==> config.mk <==
export PLATFORM = sky130hd
export DESIGN_NAME = branch_predict_resolve
export DESIGN_NICKNAME = d
export VERILOG_FILES = /design/src/rtl/branch_predict_resolve_pkg.sv /design/src/rtl/branch_predict_resolve_cond_eval.sv /design/src/rtl/branch_predict_resolve.sv
export SDC_FILE = /design/constraint.sdc
export NUM_CORES = 1
export LEC_CHECK = 0
export ABC_AREA = 1
export ABC_CLOCK_PERIOD_IN_PS = 3800
export CAP_MARGIN = 20
export CORE_MARGIN = 2
export CORE_UTILIZATION = 54
export CTS_CLUSTER_DIAMETER = 80
export DETAILED_ROUTE_END_ITERATION = 8
export PLACE_DENSITY_LB_ADDON = 0.2
export SYNTH_ARGS = -nofsm -noshare
export SYNTH_HDL_FRONTEND = slang
export SYNTH_SLANG_ARGS = --single-unit
==> constraint.sdc <==
create_clock -name clk -period 3.8 [get_ports clk]
set_input_delay 0.76 -clock clk [delete_from_list [all_inputs] [get_ports clk]]
set_output_delay 0.76 -clock clk [all_outputs]
set_load 0.005 [all_outputs]
==> src/rtl/branch_predict_resolve_pkg.sv <==
// Shared definitions for the decode-stage branch unit: funct3 codes,
// BHT counter encoding and the 2-bit saturating counter update.
package branch_pkg;

    localparam logic [2:0] F3_BEQ  = 3'b000;
    localparam logic [2:0] F3_BNE  = 3'b001;
    localparam logic [2:0] F3_BLT  = 3'b100;
    localparam logic [2:0] F3_BGE  = 3'b101;
    localparam logic [2:0] F3_BLTU = 3'b110;
    localparam logic [2:0] F3_BGEU = 3'b111;

    typedef enum logic [1:0] {
        SNT = 2'b00,
        WNT = 2'b01,
        WT  = 2'b10,
        ST  = 2'b11
    } bht_ctr_t;

    function automatic bht_ctr_t sat_update(input bht_ctr_t ctr, input logic taken);
        bht_ctr_t nxt;
        case (ctr)
            SNT:     nxt = taken ? WNT : SNT;
            WNT:     nxt = taken ? WT  : SNT;
            WT:      nxt = taken ? ST  : WNT;
            ST:      nxt = taken ? ST  : WT;
            default: nxt = ctr;
        endcase
        return nxt;
    endfunction

endpackage

==> src/rtl/branch_predict_resolve_cond_eval.sv <==
// Combinational branch condition evaluation: XLEN-wide compares selected
// by funct3, with the two reserved encodings flagged as illegal.
module branch_cond_eval
    import branch_pkg::*;
#(
    parameter int XLEN = 32
) (
    input  logic [XLEN-1:0] rs1,
    input  logic [XLEN-1:0] rs2,
    input  logic [2:0]      funct3,
    output logic            cond,
    output logic            illegal
);

    logic eq_s;
    logic lt_s;
    logic ltu_s;

    assign eq_s  = (rs1 == rs2);
    assign lt_s  = ($signed(rs1) < $signed(rs2));
    assign ltu_s = (rs1 < rs2);

    // Select the comparison result for the requested condition
    always_comb begin
        cond    = 1'b0;
        illegal = 1'b0;
        case (funct3)
            F3_BEQ:  cond = eq_s;
            F3_BNE:  cond = ~eq_s;
            F3_BLT:  cond = lt_s;
            F3_BGE:  cond = ~lt_s;
            F3_BLTU: cond = ltu_s;
            F3_BGEU: cond = ~ltu_s;
            default: begin
                cond    = 1'b0;
                illegal = 1'b1;
            end
        endcase
    end

endmodule

==> src/rtl/branch_predict_resolve.sv <==
// Decode-stage branch unit: resolves branches/jumps, trains a bimodal BHT
// read by fetch, flags mispredictions and counts branch events.
module branch_predict_resolve
    import branch_pkg::*;
#(
    parameter int         XLEN        = 32,
    parameter int         BHT_ENTRIES = 64,
    parameter int         PC_LSB      = 2,
    parameter logic [1:0] BHT_INIT    = 2'b01,
    parameter int         CNT_W       = 32
) (
    input  logic             clk,
    input  logic             rst_n,
    input  logic [XLEN-1:0]  f_pc,
    output logic             f_pred_taken,
    input  logic             d_valid,
    input  logic [XLEN-1:0]  d_pc,
    input  logic             d_pred_taken,
    input  logic [XLEN-1:0]  rs1_mod,
    input  logic [XLEN-1:0]  rs2_mod,
    input  logic             branch,
    input  logic [2:0]       funct3,
    input  logic             jal,
    input  logic             jalr,
    input  logic             hazard,
    input  logic             bht_flush,
    output logic             branch_taken,
    output logic             mispredict,
    output logic             illegal_br,
    output logic [CNT_W-1:0] br_cnt,
    output logic [CNT_W-1:0] mispred_cnt
);

    localparam int IDX_W = $clog2(BHT_ENTRIES);

    bht_ctr_t         bht_r [BHT_ENTRIES];
    logic [CNT_W-1:0] br_cnt_r;
    logic [CNT_W-1:0] mispred_cnt_r;

    logic [IDX_W-1:0] f_idx_s;
    logic [IDX_W-1:0] d_idx_s;
    logic             act_s;
    logic             cond_s;
    logic             illegal_cond_s;
    logic             taken_s;
    logic             mispred_s;
    logic             illegal_s;
    logic             upd_s;
    logic             unused_pc_s;

    assign f_idx_s     = f_pc[PC_LSB +: IDX_W];
    assign d_idx_s     = d_pc[PC_LSB +: IDX_W];
    assign act_s       = d_valid & ~hazard;
    assign unused_pc_s = ^{f_pc, d_pc};

    branch_cond_eval #(
        .XLEN(XLEN)
    ) u_cond (
        .rs1     (rs1_mod),
        .rs2     (rs2_mod),
        .funct3  (funct3),
        .cond    (cond_s),
        .illegal (illegal_cond_s)
    );

    // Resolve the decode instruction; jalr outranks jal, which outranks branch
    always_comb begin
        taken_s   = 1'b0;
        mispred_s = 1'b0;
        illegal_s = 1'b0;
        upd_s     = 1'b0;
        if (act_s) begin
            if (jalr) begin
                taken_s   = 1'b1;
                mispred_s = 1'b1;
            end else if (jal) begin
                taken_s   = 1'b1;
                mispred_s = ~d_pred_taken;
            end else if (branch) begin
                if (illegal_cond_s) begin
                    illegal_s = 1'b1;
                end else begin
                    taken_s   = cond_s;
                    mispred_s = (cond_s != d_pred_taken);
                    upd_s     = 1'b1;
                end
            end else begin
                taken_s = 1'b0;
            end
        end else begin
            taken_s = 1'b0;
        end
    end

    // BHT training; a flush overrides a coincident update
    always_ff @(posedge clk or negedge rst_n) begin
        if (!rst_n) begin
            for (int i = 0; i < BHT_ENTRIES; i++) begin
                bht_r[i] <= bht_ctr_t'(BHT_INIT);
            end
        end else if (bht_flush) begin
            for (int i = 0; i < BHT_ENTRIES; i++) begin
                bht_r[i] <= bht_ctr_t'(BHT_INIT);
            end
        end else if (upd_s) begin
            bht_r[d_idx_s] <= sat_update(bht_r[d_idx_s], taken_s);
        end
    end

    // Wrap-around performance counters, independent of BHT flush
    always_ff @(posedge clk or negedge rst_n) begin
        if (!rst_n) begin
            br_cnt_r      <= '0;
            mispred_cnt_r <= '0;
        end else begin
            if (upd_s) begin
                br_cnt_r <= br_cnt_r + CNT_W'(1'b1);
            end
            if (mispred_s) begin
                mispred_cnt_r <= mispred_cnt_r + CNT_W'(1'b1);
            end
        end
    end

    assign f_pred_taken = bht_r[f_idx_s][1];
    assign branch_taken = taken_s;
    assign mispredict   = mispred_s;
    assign illegal_br   = illegal_s;
    assign br_cnt       = br_cnt_r;
    assign mispred_cnt  = mispred_cnt_r;

endmodule

Yosys cells after proc, flatten, opt, wreduce, memory -nomap -nowiden
Cells that the tools add are included.
- add/sub/neg operators: 2
- order comparisons: 5
- eq/ne operators: 10
- mux-type cells: 39
- bitwise gates (word level): 8
- reductions and logical operators: 5
- operator list (kind ; count):
    $mux W128 ; 2
    $bwmux W128 ; 1
    $add A32 B1 Y32 const B ; 2
    $lt A32 B32 Y1 ; 2
    $eq A32 B32 Y1 ; 1
    $bmux W2 S6 ; 2
    $mux W1 ; 22
    $mux W2 ; 9
    $ge A7 B7 Y1 const B ; 2
    $not A6 Y7 ; 2
    $demux W2 S6 ; 1
    $eq A3 B3 Y1 const B ; 4
    $pmux W2 S4 ; 1
    $lt A7 B1 Y1 const B ; 1
    $pmux W1 S6 ; 1
    $reduce_or A6 Y1 ; 1
    $not A1 Y1 ; 5
    $eq A2 B2 Y1 const B ; 2
    $eq A3 B1 Y1 const B ; 1
    $logic_not A3 Y1 ; 1
    $eq A2 B1 Y1 const B ; 1
    $logic_not A2 Y1 ; 1
    $reduce_bool A2 Y1 ; 1
    $and A1 B1 Y1 ; 1
    other kinds (2) ; 2
- bits in registers: 192
- logic and storage cells: 135

Depth between registers and ports, before layout
- word-level depth: 15
- depth in mapped cells: 24
- depth with buffers taken out: 23

Cells and area by module
Synthesis repeated with hierarchy kept, for this count alone.
- cells, all modules: 1767
- area total of the unflattened synthesis: 12729.7 µm²
- by module, submodules not included (module ; instances ; cells an instance ; area each (µm²) ; sequential area each (µm²)):
    branch_predict_resolve ; 1 ; 1600 ; 11733.8 ; 4884.7
    branch_cond_eval ; 1 ; 167 ; 996.0 ; 0.0

Worst setup path before layout
OpenSTA, ideal clock, no wires.
- kind: input to output
- start point: input port rs2_mod[31]
- end point: output port mispredict
- arrival: 2620 ps
- path slack: 420 ps
- stages on the path: 18
- buffers on the path: 1
- path through: inv_1 > ha_1 > nand2_1 > nor2_1 > nand2_1 > nor3b_1 > nand2_1 > nand2_1 > nand2_1 > nand3_1 > nand3_1 > nand2_1 > nand2_1 > nand2_1 > nand2_1 > nand2_1 > buf_2 > inv_1
- cells in the longest elaborated chain, start to end: 9
- elaborated cells on any way between the ends: 13
- classes of those cells: order compare (2); eq/ne (2); mux (6); bitwise (3)
- RTL lines (what ; line ; RTL):
    from (decl) ; branch_predict_resolve.sv:20 ; input logic [XLEN-1:0] rs2_mod,
    $lt A32 B32 Y1, or another cell as far along ; branch_predict_resolve_cond_eval.sv:21 ; assign ltu_s = (rs1 < rs2);
    $not A1 Y1 (on tied branches) ; branch_predict_resolve_cond_eval.sv:33, branch_predict_resolve_cond_eval.sv:29, branch_predict_resolve_cond_eval.sv:31 ;
    $pmux W1 S6 * ; branch_predict_resolve_cond_eval.sv:27 ; case (funct3)
    $ne A1 B1 Y1 * ; branch_predict_resolve.sv:84 ; mispred_s = (cond_s != d_pred_taken);
    $mux W1 * ; branch_predict_resolve.sv:80 ; if (illegal_cond_s) begin
    $mux W1 * ; branch_predict_resolve.sv:79 ; end else if (branch) begin
    $mux W1 * ; branch_predict_resolve.sv:76 ; end else if (jal) begin
    $mux W1 * ; branch_predict_resolve.sv:73 ; if (jalr) begin
    $mux W1 * ; branch_predict_resolve.sv:72 ; if (act_s) begin
    to (decl) ; branch_predict_resolve.sv:28 ; output logic mispredict,
Every way passes the cells marked *; elsewhere a longest branch is shown, timed or not.

Worst setup path after layout
- start point: input port rs2_mod[28]
- end point: output port mispredict
The elaborated chain is that of the path after synthesis.

==> results <==
[per-stage QoR]
step	utilization, %	area (um2)	hold WS, ns	cells
after floorplan	-	12140	0.4490	1750
after global placement	64.56	14180	0.4562	2153
after detailed placement	64.56	14180	0.4693	2153
after CTS	68.17	14970	0.3303	2189
after global routing	70.69	15520	0.3540	2194
final	70.69	15520	0.3093	2194
[sequential cells by signal, indices dropped and copies added (netlist names)]
register,cells
bht_r,128
br_cnt,32
mispred_cnt,32
[cells in the final DEF, fill, tap and decap left out, types with 5 or more instances in the layout]
cell type,Yosys,routed
nand3_2,2,9
buf_6,0,6
dlymetal6s2s_1,0,29
nor2_4,0,6
nor4_1,8,8
buf_4,0,50
nor2_2,1,6
a22oi_1,6,6
xor2_1,39,39
nand4_1,18,18
o2111ai_1,9,9
o22ai_1,9,9
a21oi_2,0,6
clkinv_8,0,5
inv_1,128,108
dfstp_2,64,64
nand2_1,612,585
a221oi_1,7,7
ha_1,34,6
inv_2,12,31
xnor2_1,17,17
buf_12,0,7
a21oi_1,97,90
o21ai_1,3,7
clkinv_1,6,7
o21ai_0,48,44
nor2_1,169,158
clkbuf_16,0,17
nand2_2,2,22
clkdlybuf4s50_1,0,121
ha_4,0,26
nand3_1,71,62
nor3_1,147,147
dfrtp_1,128,128
nand2_4,0,7
[cell usage after synthesis, types with 3 or more instances]
library cell	instances
dfstp_2	64
o21ai_1	3
xnor2_1	17
clkbuf_1	51
ha_1	34
clkinv_1	6
buf_1	7
inv_1	128
nor3_2	3
o21a_1	3
xor2_1	39
a21oi_1	97
o22ai_1	9
nand2_1	612
nor4_1	8
dfrtp_1	128
a22oi_1	6
inv_2	12
o2111ai_1	9
nor2_1	169
nand4_1	18
o31ai_1	4
a22o_1	3
o32ai_1	3
o21ai_0	48
nand3_1	71
nor3_1	147
buf_2	25
a221oi_1	7
[per-layer routing]
| metal | global-route usage [%] | part of all wire [%] | vias to the layer above |
|---|---|---|---|
| met2 | 52.87 | 46 | 666 |
| met1 | 44.01 | 40 | 5932 |
| met5 | 0 | 0 | - |
| met4 | 13.17 | 4.3 | 0 |
| met3 | 6.426 | 9.6 | 134 |
| li1 | - | - | 5988 |
[logic make-up after synthesis]
group / count (synthesis) / synth area share, %
flops: 192 / 40.25
buf+inv: 229 / 7.341
xor+xnor: 56 / 4.042
fa+ha+maj: 34 / 3.506
simple gates: 1038 / 35.32
compound gates: 201 / 9.537
[final cells by class]
type | count | share of cell area [%]
inverter | 146 | 3.555
multi-input combinational | 1329 | 44.84
timing repair buffer | 215 | 14.04
tap | 280 | 2.257
clock inverter | 15 | 1.096
clock buffer | 17 | 2.741
sequential | 192 | 31.47
[power by group through the flow]
stage          Clock (mW)  Combinational, mW  Sequential [mW]
2_1_floorplan           0              0.391             2.25
3_3_place_gp            0              0.743             2.26
3_5_place_dp            0              0.765             2.26
4_1_cts              1.81              0.794             2.23
5_1_grt              1.90              0.964             2.24
6_report             1.81              0.891             2.23
[worst reg2reg max path, delay by kind of cell (launching register included)]
kind	cells	cell delay [ns]
buffers and inverters	4	0.46
and+or+nand+nor	6	1.17
DFF	1	0.46
xor gates and xnor gates	1	0.18
[repair_timing]
item                       4_1_cts  5_1_grt
setup buffers                    4        5
pin swaps                       13       51
resized for setup               47      119
setup endpoints to repair        3        3
[worst max path at each step]
stage	startpoint	endpoint	slack [ns]
floorplan	rs2_mod[31]	mispredict	0.42
global placement	rs2_mod[31]	mispredict	-0.45
detailed placement	rs2_mod[23]	mispredict	-0.58
CTS	rs2_mod[21]	mispredict	-0.002
global route	rs2_mod[28]	mispredict	-0.21
finish	rs2_mod[28]	mispredict	-0.08
==> summary.md <==
| Metric | Value |
|---|---|
| Final WL | about 40 mm |
| R2R cell count | 11 |
| Final clock skew | approximately 0.016 ns |
| Clk pwr share | a little under two fifths |
| Crit. End Element | output port |
| Switching part of the total power | a little under a third |
| Yosys warns | 0 |
| Initial Utilization | between 50% and 60% |
| # diodes | 0 |
| Fillcell total | 1743 |
| TNS Setup | -0.1575 ns |
| Syn Area/Cell | between 6 and 7 um2 |
| Root Driver | clkbuf_16 |
| Fin crit period | 3.882 ns |
| RSZ-0062 raised after global routing | yes |
| Buffers on Ports | about 160 |
| Die Y | 153.9 um |
| DRC viols | 0 |
| Buf/Inv on CP | 5 |
| Setup Slack @ Placement | -0.5787 ns |
| Crit path kind | input pin to output port |
| Delay-heaviest family, CP | simple AND/OR/NAND/NOR gates |
| Clock sink count | approximately 190 |
| Yosys reg bits | 192 |
| P_int | roughly 3.4 mW |
| Drt pass-1 iters | 8 |
| Startpoint types | input pin |
| F_max | 257.6 MHz |
| Area Overhead vs Synth | 27.91% |
| Critical path's slowest cell | clkdlybuf4s50_1 |
| Syn nets | between 1500 and 2000 |
| Initial antenna violation count | 0 |
| Post-synthesis cell area | ~12000 um2 |
| Hold Crit Class | input pin to async pin |
| Antenna Violating Nets Remaining | 0 |
| CTS buffer count | 17 |
| First-pass GRT wire length | 62.11 mm |
| Setup ws final | -0.08211 ns |
| Reg2reg end | mispred_cnt[31]$_DFFE_PN0P_ |
| Number of DRC markers in iteration 0 | between 1000 and 1500 |
| WP data arrival | ~3.1 ns |
| PnR Total Power | between 4 and 5 mW |
| Slew @ Worst Pin | between 0.8 and 0.9 ns |
| Final Hold Viols | 0 |
| Reg2reg start | mispred_cnt[2]$_DFFE_PN0P_ |
| Max Slew Vio Count | 0 |
| Finish-stage setup viols | 2 |
| Relative slew slack | approximately 47% |
| Wire per inst | between 15 and 20 um |
| Largest area contributor in the netlist | dfrtp_1 |
| Pin count of the biggest net entering global routing | 105 |
| Seq pwr share | a little under half |
| Synth top area share | 26.39% |
| Reg2reg setup slack | roughly 1.5 ns |
| Avg Vias per Cell | 5.798 |
| CTS max path bufs | 2 |
| Full die area | about 24000 um2 |
| Share of layout cells above drive strength 1 | between 10% and 20% |
| Cells after Synth | roughly 1800 |
| Pwr Density | between 300 and 400 nW/um2 |
| LEAKAGE | 7.187 nW |
| Critical Path Stages | 19 |
| Max cap viols | 0 |
| Nets@finish | a little over 2000 |
| Post-synth EDFFs | 0 |
| Seq/Total Area, Yosys | between 40% and 50% |
| Clock Latency Late Sink | ~0.46 ns |
| Grt ovf | 0 |
| Peak supply drop | 309.6 uV |
| Die W | around 150 um |
| Vias in the first global route | 12010 |
| I/O pins | approximately 210 |
| Synth Flop Type | dfrtp_1 |
| Total core area | 21960 um2 |
| CP Data Required Time | 3.04 ns |
| Hold-fix buffers, CTS | 0 |
| Gpl congestion | around 0.96 |
| H-tree lvl count | 4 |
| Share of total power in combinational logic | 18.1% |
| Register area | just under 5000 um2 |
| Worst Path Max Fanout | 4 |
| Post-synthesis cell type count | 41 |
| Switching pwr | roughly 1.5 mW |
| Largest stage delay on the critical path | about 0.50 ns |
| Detailed placement HPWL | approximately 26 mm |
| Dominant cells by area after synthesis | dfrtp_1 (26%), nand2_1 (19%), dfstp_2 (14%) |
| Period utilisation layout | 102.2% |
| Failing checks | negative setup slack |
| CTS tree | yes |
| Multi-input gate area | between 6000 and 7000 um2 |
| Post-synth ARST share | 100.0% |
| Status | complete, but fails checks |
| Cell chain of the critical path | clkdlybuf4s50_1 > inv_1 > ha_4 > nand2_2 > nor2_4 > nand2_2 > nor3b_4 > nand2_4 > buf_6 > nand3_2 > nand3_2 > nand3_4 > nand2_4 > nand2_1 > nand2_1 > nand2_2 > nand2_4 > inv_2 > buf_6 |
| Clk pin slew, worst setup/hold paths | about 0.08 ns |
| Overall fraction of global-route tracks in use | 32.87% |
| Via count | ~13000 |
| Row count | 54 |
(Power assumes the default switching activity.)
